$ cat src/rtl/seq_detect_pkg.sv
// rtl/seq_detect_pkg.sv - shared constants and config helpers for seq_detect_param
package seq_detect_pkg;

  localparam logic OVL_ON  = 1'b1;
  localparam logic OVL_OFF = 1'b0;

  function automatic logic len_valid(input int unsigned len, input int unsigned max_len);
    return (len >= 1) && (len <= max_len);
  endfunction

endpackage

$ cat src/rtl/sat_counter.sv
// rtl/sat_counter.sv - saturating up-counter; a clear in the same cycle as an
// increment yields 1 (clear first, then count)
module sat_counter #(
  parameter int W = 16
) (
  input  logic         clk,
  input  logic         rst,
  input  logic         clr,
  input  logic         inc,
  output logic [W-1:0] count
);

  logic [W-1:0] count_q;
  logic [W-1:0] count_d;
  logic [W-1:0] base;

  always_comb begin
    base    = clr ? '0 : count_q;
    count_d = base;
    if (inc && (base != {W{1'b1}})) begin
      count_d = base + W'(1);
    end
  end

  always_ff @(posedge clk) begin
    if (rst) begin
      count_q <= '0;
    end else begin
      count_q <= count_d;
    end
  end

  assign count = count_q;

endmodule

$ cat src/rtl/seq_detect_param.sv
// rtl/seq_detect_param.sv - run-time programmable serial pattern detector with
// overlap control, registered match pulse and saturating match counter
module seq_detect_param #(
  parameter int               MAX_LEN     = 8,
  parameter int               CNT_W       = 16,
  parameter logic [MAX_LEN-1:0] RST_PATTERN = 8'b0000_0101,
  parameter int               RST_LEN     = 3,
  parameter logic             RST_OVERLAP = 1'b1
) (
  input  logic                         clk,
  input  logic                         rst,
  input  logic                         data_in,
  input  logic                         data_valid,
  input  logic                         cfg_load,
  input  logic [MAX_LEN-1:0]           cfg_pattern,
  input  logic [$clog2(MAX_LEN+1)-1:0] cfg_len,
  input  logic                         cfg_overlap,
  input  logic                         cnt_clr,
  output logic                         sequence_detected,
  output logic [CNT_W-1:0]             match_count,
  output logic                         cfg_err
);

  import seq_detect_pkg::*;

  localparam int LW = $clog2(MAX_LEN + 1);

  logic [MAX_LEN-1:0] hist_q, hist_d, hist_n;
  logic [MAX_LEN-1:0] pat_q, pat_d;
  logic [MAX_LEN-1:0] len_mask;
  logic [LW-1:0]      fill_q, fill_d, fill_n;
  logic [LW-1:0]      len_q, len_d;
  logic               ovl_q, ovl_d;
  logic               det_q, det_d;
  logic               err_q, err_d;
  logic               cfg_ok;
  logic               match;

  always_comb begin
    cfg_ok   = len_valid(32'(cfg_len), MAX_LEN);
    hist_n   = {hist_q[MAX_LEN-2:0], data_in};
    fill_n   = (fill_q == LW'(MAX_LEN)) ? fill_q : fill_q + LW'(1);
    // Only the low len bits take part in the compare; higher history bits are don't-care.
    len_mask = ~({MAX_LEN{1'b1}} << len_q);
    match    = data_valid && !cfg_load && (fill_n >= len_q) &&
               (((hist_n ^ pat_q) & len_mask) == '0);

    hist_d = hist_q;
    fill_d = fill_q;
    pat_d  = pat_q;
    len_d  = len_q;
    ovl_d  = ovl_q;
    det_d  = match;
    err_d  = 1'b0;

    if (cfg_load) begin
      if (cfg_ok) begin
        pat_d  = cfg_pattern;
        len_d  = cfg_len;
        ovl_d  = cfg_overlap;
        hist_d = '0;
        fill_d = '0;
      end else begin
        err_d = 1'b1;
      end
    end else if (data_valid) begin
      hist_d = hist_n;
      // Non-overlap mode: the next match must be built entirely from fresh bits.
      fill_d = (match && (ovl_q == OVL_OFF)) ? '0 : fill_n;
    end
  end

  always_ff @(posedge clk) begin
    if (rst) begin
      hist_q <= '0;
      fill_q <= '0;
      pat_q  <= RST_PATTERN;
      len_q  <= LW'(RST_LEN);
      ovl_q  <= RST_OVERLAP;
      det_q  <= 1'b0;
      err_q  <= 1'b0;
    end else begin
      hist_q <= hist_d;
      fill_q <= fill_d;
      pat_q  <= pat_d;
      len_q  <= len_d;
      ovl_q  <= ovl_d;
      det_q  <= det_d;
      err_q  <= err_d;
    end
  end

  sat_counter #(
    .W(CNT_W)
  ) u_match_cnt (
    .clk  (clk),
    .rst  (rst),
    .clr  (cnt_clr),
    .inc  (match),
    .count(match_count)
  );

  assign sequence_detected = det_q;
  assign cfg_err           = err_q;

endmodule

$ cat config.mk
export PLATFORM = sky130hd
export DESIGN_NAME = seq_detect_param
export DESIGN_NICKNAME = d
export VERILOG_FILES = /design/src/rtl/seq_detect_pkg.sv /design/src/rtl/sat_counter.sv /design/src/rtl/seq_detect_param.sv
export SDC_FILE = /design/constraint.sdc
export NUM_CORES = 1
export LEC_CHECK = 0
export CAP_MARGIN = 20
export CORE_ASPECT_RATIO = 0.7
export CORE_MARGIN = 1.5
export CORE_UTILIZATION = 35
export DETAILED_ROUTE_END_ITERATION = 8
export GPL_TIMING_DRIVEN = 0
export PLACE_DENSITY = 0.58
export SLEW_MARGIN = 10
export SYNTH_ARGS = -nofsm -noshare
export SYNTH_HDL_FRONTEND = slang
export SYNTH_HIERARCHICAL = 1
export SYNTH_SLANG_ARGS = --single-unit
$ cat constraint.sdc
create_clock -name clk -period 3.7 [get_ports clk]
set_input_delay 1.11 -clock clk [delete_from_list [all_inputs] [get_ports clk]]
set_output_delay 1.11 -clock clk [all_outputs]
set_load 0.005 [all_outputs]
==> flow_metrics.tcl, run 1 <==
set metrics [dict create \
    status "finished clean" \
    grt_overflow 0 \
    max_slew_margin_pct 63.9 \
    clk_pin_slew_ps 90 \
    vdd_ir_drop_max_v 0.000230 \
    setup.worst_path.start_class "primary input" \
    syn_nets 288 \
    die-area_um2 6840 \
    gp_congestion 0.839 \
    syn_to_final_growth_pct 26.6 \
    fin_nets 330 \
    synth_fa_ha_area_share_pct 3.38 \
    antenna_left 0 \
    drt-wirelength-per-cell_um 13.7 \
    hpwl_mm 3.96 \
    yosysWarnings 6 \
    finalHoldViolations 0 \
    async_reset_ff_share_pct 0 \
    die_w_um 98.2 \
    design_area_um2 2810 \
    holdWs_ps 480 \
    postCtsSetupBuffers 0 \
    synth_cell_type_count 58 \
    synthMuxAreaShare_pct 0.958 \
    htree_levels 2 \
    vias_per_cell 5.15 \
    synth_top_family_by_area "simple AND/OR/NAND/NOR gates" \
    syn_inst 263 \
    worstMarginPinSlew_ps 541 \
    p_leak_nw 1.04 \
    vias 1976 \
    synth_area_leaders "dfxtp_1 (38%), nand2_1 (7.1%), a21oi_1 (5.4%)" \
    fin_crit_sh_pct 93.7 \
    synth-seq-area-share_pct 37.9 \
    worst_slack_ps 234 \
    root_buffer "clkbuf_8" \
    preCtsSetupSlack_ps -119 \
    ff2ff_setup_slack_ps 290 \
    grt_max_degree 15 \
    syn_area_um2 2220 \
    synth_common_cells "dfxtp_1 (42), nand2_1 (42), a21oi_1 (24)" \
    slew_violations 0 \
    synthXorXnorAreaFrac_pct 4.73 \
    synth_compound_area_share_pct 17.2 \
    antenna_found_initial 0 \
    dp.cells 376 \
    crit_type "in -> reg" \
    die_h_um 69.6 \
    start_util_pct 35.9 \
    place_area_um2 2670 \
    fmax_ghz 0.288 \
    instances_no_fill 384 \
    maxCapViolCount 0 \
    hold_path_class "reg -> reg" \
    io_pins 37 \
    min_period_ps 3470 \
    grt_setup_unrepaired "no" \
    power_density_nw_per_um2 369 \
    synth_area_per_cell_um2 8.44 \
    firstDrtPassIters 4 \
    route.final.wire_length_mm 5.28 \
    synth_ff_type "dfxtp_1" \
    grt_pass1_wl_mm 8.70 \
    clk_path_buf_depth 2 \
    cts_sinks 42 \
    cts_tree "built" \
    drcViolationCount 0 \
    clock_skew_ps 10.0 \
    antenna_cells 0 \
    synth_top_cell_area_share_pct 37.9 \
    synth-edff-count 0 \
    cp_max_fo 9 \
    coreArea_um2 6190 \
    cp_data_arrival_time_ps 3660 \
    grt_util_all_layers_pct 15.9 \
    required_ps 3890 \
    cts_buffers 5 \
    yosys.area_share.simple_pct 32.1 \
    yosys.area.top_type "dfxtp_1" \
    grt_pass1_vias 1754 \
    drive_gt1_share_pct 10.5 \
    portBuffers 35 \
    clk_latency_ps 300 \
    worstSetupEndpointType "flop" \
    row_count 24 \
    drt_iter0_markers 129 \
    synth.ff_latch_count 42 \
    setup_viol 0 \
    ctsResizeCount 0 \
    hold_buffers 0 \
]
[logic make-up after synthesis]
family | Yosys count
buffers and inverters | 19
DFF | 42
adders and majority gates | 6
and+or+nand+nor | 127
AOI/OAI and AO/OA | 55
xor gates and xnor gates | 12
muxes | 2
[cell type report]
type                    instances  area (um^2)
clock inverters                 3         68.8
plain buffers                   8         43.8
clock buffers                   5         68.8
inverters                      11         41.3
multi-input cells             202         1300
fillers                       628         3370
well taps                      78         97.6
flip-flops and latches         42          841
repair buffers                 35          350
[state kept, by name (all words and copies together), names as in the netlist]
name / cells
ovl_q: 1
len_q: 4
u_match_cnt/count: 16
hist_q: 7
fill_q: 4
pat_q: 8
sequence_detected: 1
cfg_err: 1
[worst max-delay path, cell delays in order]
cell and delay, ps:
clkdlybuf4s50_1 510, inv_1 110, nand2_1 250, nor3b_4 450, nand4b_4 180, or3_1 450, nor3_1 230, mux2_2 350
[path summary, 6_finish.rpt]
kind	from	endpoint	cells past startpoint
max	cfg_load	u_match_cnt/count[9]	8
min	pat_q[1]	pat_q[1]	2
max reg2reg	fill_q[0]	u_match_cnt/count[9]	15
min reg2reg	pat_q[1]	pat_q[1]	2
[routing by layer]
metal,up-vias,share of wire (%),wire length (um),track usage (%)
met5,-,0,0,0
met4,0,0.97,51,3.76
met3,7,5.4,287,3.83
met2,42,39,2070,20.7
met1,910,54,2880,25.5
li1,1017,-,-,-
[cell usage in the layout, fill, tap and decap left out, types with 3 or more instances in the layout]
master / Yosys / final
nor3_1: 11 / 11
xnor2_1: 9 / 9
nand3b_1: 4 / 4
a211oi_1: 3 / 3
clkbuf_8: 0 / 5
nand2_1: 42 / 42
dfxtp_1: 42 / 42
clkdlybuf4s50_1: 0 / 35
nand4b_1: 3 / 3
a21oi_1: 24 / 24
or3_1: 4 / 4
nor2_1: 17 / 17
clkbuf_1: 4 / 4
a22oi_1: 4 / 4
xor2_1: 3 / 3
nor2b_1: 4 / 4
ha_1: 6 / 6
nor4_1: 4 / 4
nand3_1: 12 / 12
inv_1: 11 / 11
and3_1: 3 / 3
o21ai_0: 9 / 9
nand2b_1: 3 / 3
[stage by stage]
| step | utilization (%) | total power (W) | TNS (ps) |
|---|---|---|---|
| after floorplan | - | 0.000559 | 0 |
| after global placement | 43.1 | 0.000601 | -160 |
| after detailed placement | 43.1 | 0.000602 | -209 |
| after CTS | 45.4 | 0.00104 | 0 |
| after global routing | 45.5 | 0.00108 | 0 |
| final | 45.5 | 0.00104 | 0 |
[where the power goes]
part / leakage (nW) / internal, W / switching (W)
logic: 0.633 / 0.0000588 / 0.0000593
registers: 0.341 / 0.000463 / 0.0000125
clock network: 0.0683 / 0.000271 / 0.000173
total: 1.04 / 0.000792 / 0.000245
Note: power is estimated with default switching activity, not from simulation.
==> run 2, diff against run 1 <==
Settings changed: ABC_AREA set to 1.
==> flow_metrics.tcl, run 2 <==
set metrics [dict create \
    route.final.wire_length_mm 6.11 \
    hold_path_class "reg -> reg" \
    clk_latency_ps 300 \
    drt-wirelength-per-cell_um 11.8 \
    coreArea_um2 6730 \
    top_layer "met4" \
    fin_crit_sh_pct 88.4 \
    power_density_nw_per_um2 318 \
    synth_area_leaders "dfxtp_1 (35%), nand2_1 (17%), inv_1 (8.5%)" \
    clock_skew_ps 6.11 \
    ff2ff_setup_slack_ps 810 \
    largest_reg_flops 16 \
    synthMuxAreaShare_pct 0 \
    ctsResizeCount 0 \
    synth_ff_type "dfxtp_1" \
    required_ps 3890 \
    place_area_um2 2910 \
    synth_compound_area_share_pct 11.2 \
    utilization_pct 44.8 \
    antenna_left 0 \
    min_period_ps 3270 \
    max_slew_margin_pct 64.7 \
    yosys.area_share.simple_pct 38.2 \
    worstMarginPinSlew_ps 530 \
    finalHoldViolations 0 \
    maxCapViolCount 0 \
    synth_top_cell_area_share_pct 34.6 \
    setup.worst_path.start_class "primary input" \
    design_area_um2 3010 \
    drcViolationCount 0 \
    syn_to_final_growth_pct 24.0 \
    vias_per_cell 4.56 \
    die_w_um 103 \
    crit_type "in -> reg" \
    drt-met1-wl_mm 3.47 \
    synth_cell_type_count 31 \
    gp_congestion 0.934 \
    final_common_cell "nand2_1" \
    clk_path_buf_depth 2 \
    synth-seq-area-share_pct 34.6 \
    setup_tns_ps 0 \
    synthXorXnorAreaFrac_pct 0.721 \
    slew_violations 0 \
    async_reset_ff_share_pct 0 \
    worstSetupEndpointType "flop" \
    root_buffer "clkbuf_8" \
    io_pins 37 \
    crit_path_cell_trace "clkdlybuf4s50_1, nor2_2, nand3_1, nor2_1, nand2_1, inv_1, inv_1, nor2_1, nand3_1, nor2_1, nand3_1, nand2_1, nor2_1" \
    grt_setup_unrepaired "no" \
    syn_inst 381 \
    vdd_ir_drop_max_v 0.000168 \
    status "finished clean" \
    synth_area_per_cell_um2 6.38 \
    setup_viol 0 \
    clk_pin_slew_ps 80 \
    synth_fa_ha_area_share_pct 3.09 \
    start_util_pct 36.1 \
    grt_util_all_layers_pct 18.1 \
    postCtsSetupBuffers 0 \
    synth_common_cells "nand2_1 (113), inv_1 (55), nor2_1 (52)" \
    syn_nets 406 \
    grt_max_degree 13 \
    portBuffers 36 \
    drive_gt1_share_pct 8.24 \
    dr_wl_met3_um 309 \
    hold_buffers 0 \
    antenna_cells 0 \
    drt_iter0_markers 162 \
    synth.ff_latch_count 42 \
    antenna_found_initial 0 \
    critPathMaxStageDelay_ps 450 \
    yosysMostFrequentCell "nand2_1" \
    fmax_ghz 0.306 \
    cp_slowest_cell "clkdlybuf4s50_1" \
    cts_buffers 5 \
    cts_sinks 42 \
    die-area_um2 7460 \
    htree_levels 2 \
    yosys.area.top_type "dfxtp_1" \
    firstDrtPassIters 5 \
    grt_overflow 0 \
    vias 2368 \
    cts_tree "built" \
    fin_nets 449 \
    row_count 25 \
    p_leak_nw 1.29 \
    yosysWarnings 6 \
    cp_common_cell "nor2_1" \
    die_h_um 72.7 \
    synth-edff-count 0 \
    syn_area_um2 2430 \
    synth_top_family_by_area "simple AND/OR/NAND/NOR gates" \
    grt_pass1_vias 2204 \
    hpwl_mm 4.82 \
    mostFrequentLayoutCells "nand2_1 (113), inv_1 (55), nor2_1 (52), dfxtp_1 (42), clkdlybuf4s50_1 (36)" \
    grt_pass1_wl_mm 10.4 \
    cp_max_fo 9 \
    wl_met2_mm 2.31 \
    cp_data_arrival_time_ps 3460 \
]
[run 2: worst paths after layout]
kind	start	end	cells past startpoint
min reg2reg	pat_q[4]	pat_q[4]	2
max	cfg_load	u_match_cnt/count[14]	13
max reg2reg	fill_q[0]	u_match_cnt/count[14]	22
min	pat_q[4]	pat_q[4]	2
[run 2: cells by family after synthesis]
group / after synthesis
AOI/OAI and AO/OA: 49
xor gates and xnor gates: 2
adders and majority gates: 6
buffers and inverters: 68
DFF: 42
and+or+nand+nor: 214
[run 2: power by group]
part / internal (W) / switching (W)
clock network: 0.000202 / 0.000160
logic: 0.0000526 / 0.0000707
registers: 0.000465 / 0.00000952
[run 2: layer usage]
layer  global-route usage, %  vias to the layer above
met4                    5.48                        0
met5                       0                        -
met1                    28.5                     1044
met2                    24.7                       51
met3                    2.87                        2
li1                        -                     1271
[run 2: stage by stage]
step / hold WS, ps / total power, W / setup slack [ps] / instances
final: 478 / 0.000960 / 431 / 519
after global routing: 504 / 0.00101 / 75.5 / 519
after CTS: 481 / 0.000972 / 433 / 519
after detailed placement: 468 / 0.000608 / 115 / 511
after global placement: 455 / 0.000606 / 127 / 511
after floorplan: 443 / 0.000560 / 1110 / 381
[run 2: final cells by class]
| cell class | count | area (um^2) |
|---|---|---|
| plain buffers | 9 | 70.1 |
| inverters | 59 | 226 |
| well taps | 94 | 118 |
| multi-input cells | 271 | 1290 |
| flip-flops and latches | 42 | 841 |
| repair buffers | 36 | 360 |
| clock buffers | 7 | 76.3 |
| clock inverters | 1 | 30.0 |
| fillers | 700 | 3710 |
[run 2: worst max-delay path: cells and delay by family]
family                 cells  cell delay (ps)
AND/OR/NAND/NOR           10             1630
buffers and inverters      3              720
==> run 3, diff against run 2 <==
--- a/constraint.sdc
+++ b/constraint.sdc
@@ -3,2 +3,2 @@
 set_output_delay 1.11 -clock clk [all_outputs]
-set_load 0.005 [all_outputs]
+set_load 0.1 [all_outputs]
==> results of run 3 <==
The final DEF is identical to that of run 2. Status: finished clean.
Main changes from that run: total power 0.000960 W -> 0.000965 W; worst IR drop on VDD 0.000168 V -> 0.000169 V
